### src/rtl/handshaking_slave.sv
// handshaking_slave: receive side of a valid/ready word link.
// Accepted words are buffered in a DEPTH-entry FIFO and handed to the local
// consumer through a read-enable port with a registered read data output.
// Back-pressure (data_ready) depends only on FIFO occupancy, so no word is dropped.
//
// Optional feature macro: HS_RX_CNT_EN adds the rx_count port.
//
// Ports:
//   clk         rising-edge clock
//   rst         asynchronous active-low reset
//   data_in     word from the master
//   data_valid  master presents a word
//   data_ready  slave accepts a word this cycle (registered)
//   rd_en       consumer pops one word
//   rd_data     popped word (registered, holds when no pop)
//   rd_valid    rd_data was popped on the previous edge
//   empty/full  occupancy flags (registered)
//   count       occupancy 0..DEPTH (registered)
//   underflow   sticky: rd_en seen while empty
//   rx_count    accepted-word counter, wraps at 16 bits (HS_RX_CNT_EN only)
module handshaking_slave #(
  parameter int unsigned DATA_W = 8,
  parameter int unsigned DEPTH  = 4,
  localparam int unsigned ADDR_W = $clog2(DEPTH)
) (
  input  logic              clk,
  input  logic              rst,
  input  logic [DATA_W-1:0] data_in,
  input  logic              data_valid,
  output logic              data_ready,
  input  logic              rd_en,
  output logic [DATA_W-1:0] rd_data,
  output logic              rd_valid,
  output logic              empty,
  output logic              full,
  output logic [ADDR_W:0]   count,
  output logic              underflow
`ifdef HS_RX_CNT_EN
  ,
  output logic [15:0]       rx_count
`endif
);

  logic [DATA_W-1:0] mem [DEPTH];
  logic [ADDR_W-1:0] wr_ptr;
  logic [ADDR_W-1:0] rd_ptr;

  logic              push_c;
  logic              pop_c;
  logic [ADDR_W:0]   count_next_c;

  // Transfer qualifiers and next occupancy; a push into an empty FIFO is not
  // visible to a pop on the same edge because pop_c uses the registered empty.
  always_comb begin
    push_c       = data_valid && data_ready;
    pop_c        = rd_en && !empty;
    count_next_c = count + (ADDR_W+1)'(push_c) - (ADDR_W+1)'(pop_c);
  end

  // Storage array; contents are don't-care until written, so no reset.
  always_ff @(posedge clk) begin
    if (push_c) begin
      mem[wr_ptr] <= data_in;
    end
  end

  // Pointers, occupancy flags and back-pressure.
  always_ff @(posedge clk or negedge rst) begin
    if (!rst) begin
      wr_ptr     <= '0;
      rd_ptr     <= '0;
      count      <= '0;
      empty      <= 1'b1;
      full       <= 1'b0;
      data_ready <= 1'b0;
    end else begin
      if (push_c) begin
        wr_ptr <= wr_ptr + ADDR_W'(1);
      end
      if (pop_c) begin
        rd_ptr <= rd_ptr + ADDR_W'(1);
      end
      count      <= count_next_c;
      empty      <= (count_next_c == '0);
      full       <= (count_next_c == (ADDR_W+1)'(DEPTH));
      data_ready <= (count_next_c != (ADDR_W+1)'(DEPTH));
    end
  end

  // Read port and sticky underflow flag.
  always_ff @(posedge clk or negedge rst) begin
    if (!rst) begin
      rd_data   <= '0;
      rd_valid  <= 1'b0;
      underflow <= 1'b0;
    end else begin
      rd_valid <= pop_c;
      if (pop_c) begin
        rd_data <= mem[rd_ptr];
      end
      if (rd_en && empty) begin
        underflow <= 1'b1;
      end
    end
  end

`ifdef HS_RX_CNT_EN
  // Accepted-word counter; wraps naturally at 16 bits.
  always_ff @(posedge clk or negedge rst) begin
    if (!rst) begin
      rx_count <= '0;
    end else if (push_c) begin
      rx_count <= rx_count + 16'd1;
    end
  end
`endif

endmodule

### config.mk
export PLATFORM = sky130hd
export DESIGN_NAME = handshaking_slave
export DESIGN_NICKNAME = d
export VERILOG_FILES = /design/src/rtl/handshaking_slave.sv
export SDC_FILE = /design/constraint.sdc
export NUM_CORES = 1
export LEC_CHECK = 0
export CAP_MARGIN = 25
export CORE_UTILIZATION = 53
export CTS_CLUSTER_SIZE = 28
export DETAILED_ROUTE_END_ITERATION = 10
export HOLD_SLACK_MARGIN = 0.02
export PLACE_DENSITY = 0.78
export SETUP_SLACK_MARGIN = 0.4
export SYNTH_ARGS = -nofsm -noshare
export SYNTH_HDL_FRONTEND = slang
export SYNTH_SLANG_ARGS = --single-unit
### constraint.sdc
create_clock -name clk -period 2.5 [get_ports clk]
set_clock_uncertainty 0.05 [all_clocks]
set_input_delay 0.5 -clock clk [delete_from_list [all_inputs] [get_ports clk]]
set_output_delay 0.5 -clock clk [all_outputs]
set_load 0.005 [all_outputs]
==> key figures <==
Status
  – Outcome: complete, no violations

Power and ir drop
  – Total Power: 2.839 mW
  – P_leak: 0.9783 nW
  – Maximum vdd ir drop: 0.0006468 V
  – Power Dens Cells: 1131 mW/mm²

Clocking
  – Clock Tree Root: clkbuf_8
  – CTS tree: built
  – Hold Buf Count CTS: 0
  – Max clock buf depth: 2
  – Clock sink count: 52
  – Clock transition at the registers of the reported paths: 0.09 ns
  – H-Tree Depth: 2
  – CTS Buf Count: 5
  – Clock latency on the worst-skew pair: 0.30 ns

STA
  – Final cycle utilization of the critical path: 80.85%
  – Final worst slack: 0.4789 ns
  – Max transition margin: 60.53%
  – RSZ-0062 raised after global routing: no
  – Final Max Tran Viols: 0
  – Final setup vio count: 0
  – Final hold viol count: 0
  – Post-layout minimum cycle time: 2.021 ns
  – Fmax: 494.8 MHz
  – Worst slew pin tran: 0.5920 ns

Detailed routing
  – Drt total wl: 3110 µm
  – Vias per cell: 5.242
  – Pre-Repair DR Iteration Count: 4
  – Final antenna-violating net count: 0
  – Top Layer Used: met4
  – WL per Instance: 16.72 µm
  – Met3 wire length: 109 µm
  – DRT iter0 DRCs: 31
  – Vias: 975
  – M1 wire length: 1308 µm
  – DRC: 0
  – Met2 routed WL: 1648 µm

Floorplan
  – Row count: 22
  – Die X-Extent: 63.82 µm
  – Io pins: 28
  – Initial Util: 55.33%
  – CORE AREA: 0.003661 mm²
  – DIE AREA: 0.004073 mm²
  – Die Height: 63.82 µm

Synth
  – Cells after synthesis: 100
  – Seq/Total Area, Yosys: 72.21%
  – Simple-gate share of the synthesized area: 3.027%
  – Synth Area in Adders: 4.694%
  – Top-area cell type share of the netlist area: 47.44%
  – Most used DFF post-synth: edfxtp_1
  – Unique masters post-synth: 23
  – Syn_area_per_cell: 20.26 µm²
  – Synth Register Bits: 52
  – EDFF count, synth: 32
  – Largest family of logic cells by synthesized area: multiplexers
  – Synth area leaders: edfxtp_1, dfrtp_1, mux4_2
  – Synth Area in Compound Gates: 0.3706%
  – Post-Syn Area: 0.002026 mm²
  – Syn nets: 119
  – Ys async rst share: 38.46%
  – Area leader, netlist: edfxtp_1
  – Syn. warnings: 0
  – Post-synthesis mux area share: 15.38%
  – Xor and xnor area share after synthesis: 2.409%

Final layout
  – Fillcell total: 232
  – Final Cell Area: 0.002511 mm²
  – N_diodes: 0
  – Final Non-Filler Cells: 186
  – Most frequent cells in the layout: edfxtp_1, clkdlybuf4s50_1, dfrtp_1, mux4_2, mux2_4
  – Nets: 156
  – Register area: 0.001463 mm²
  – Multi-input logic area: 560.5 µm²
  – Most common cell after layout, fill and taps aside: edfxtp_1
  – Area growth syn-to-layout: 23.97%
  – Post-layout util: 68.59%
  – Share of cells above drive strength 1: 28.99%

Global routing
  – Pin count of the biggest net entering global routing: 21
  – Vias in the first global route: 1097
  – First-pass GRT wire length: 5175 µm
  – Gr usage total: 18.05%
  – Remaining global-route overflow: 0
  – Initial antenna violation count: 0

Worst setup path
  – Slowest CP cell: dfstp_2
  – Critical path type: reg2reg
  – Crit path max fanout: 4
  – Delay-heaviest family, CP: adder cells
  – WP buf/inv: 1
  – Crit path required time: 2.64 ns
  – Worst Setup Start Kind: flip-flop
  – CP cell instances: nor2b_4 -> ha_4 -> inv_1 -> ha_2 -> fa_2 -> xnor3_2 -> and2_1
  – WP data arrival: 2.16 ns
  – CP Capture Type: flip-flop
  – Largest stage delay on the critical path: 0.58 ns

Place
  – Gpl congestion: 0.7006
  – Dpl ws: -0.1182 ns
  – Dpl cells: 177
  – DP Wirelength: 2140 µm
  – Cell Area, Placed: 0.002391 mm²
  – PortBufs: 27

Run
  – Number of max-cap violations: 0

Min path
  – Type of the worst min-delay path: reg2reg
repair_timing:
action	in CTS	in global routing
resized for setup	8	0
setup endpoints to repair	4	0
buffers inserted	1	0
cell type report:
type                       instances  area share, %
sequential                        52          58.25
tap                               48          2.392
multi-input combinational         40          22.32
clock buffer                       6          3.288
clock inverter                     2         0.5481
timing repair buffer              33          12.46
inverter                           5         0.7474
report_power, final:
part           switching [mW]  internal (mW)  leakage [nW]  total, mW
sequential              0.189           1.18         0.523       1.36
clock                   0.261          0.226        0.0516      0.488
combinational           0.340          0.647         0.404      0.987
total                   0.790           2.05         0.978       2.84
flip-flops by register name, summed over array words and instances, names as in the netlist:
signal,count
wr_ptr,2
rd_valid,1
mem,32
count,3
full,1
rd_ptr,2
data_ready,1
rd_data,8
empty,1
underflow,1
cell usage after synthesis, drive strengths merged (2+ instances only):
cell	n
inv	5
dfrtp	19
mux2	9
xnor2	2
mux4	8
ha	6
and3	4
nand2	2
buf	2
edfxtp	32
metal layers:
metal  track usage (%)  vias to the layer above
met5                 0                        -
met4             9.375                        0
met3             4.286                        4
met2             30.32                       26
met1             21.61                      502
li1                  -                      443
per-stage QoR:
stage                     hold slack [ns]  setup TNS, ns
after floorplan                    0.1544              0
after global placement             0.3892     -0.0005655
after detailed placement           0.3986        -0.3129
after CTS                          0.4277              0
after global routing               0.4692              0
final                              0.4169              0
logic make-up (layout without fill, tap and decap cells):
family / Yosys count / after routing
flip-flops: 52 / 52
multiplexers: 17 / 17
AND/OR/NAND/NOR: 11 / 11
buffers and inverters: 8 / 46
adder cells (fa/ha/maj): 7 / 7
XOR/XNOR: 4 / 4
AO/OA/AOI/OAI: 1 / 1
worst paths after layout:
path	start	end	slack (ns)	cells past startpoint
setup / recovery	empty$_DFF_PN1_	full$_DFF_PN0_	0.48	7
hold / removal	underflow$_DFFE_PN0P_	underflow$_DFFE_PN0P_	0.42	1
setup reg to reg	empty$_DFF_PN1_	full$_DFF_PN0_	0.48	7
hold reg to reg	underflow$_DFFE_PN0P_	underflow$_DFFE_PN0P_	0.42	1
max in group asynchronous	rst	empty$_DFF_PN1_	1.64	2
min in group asynchronous	rst	rd_data[3]$_DFFE_PN0P_	0.48	2
No activity file was read; power rests on OpenSTA's default activity.
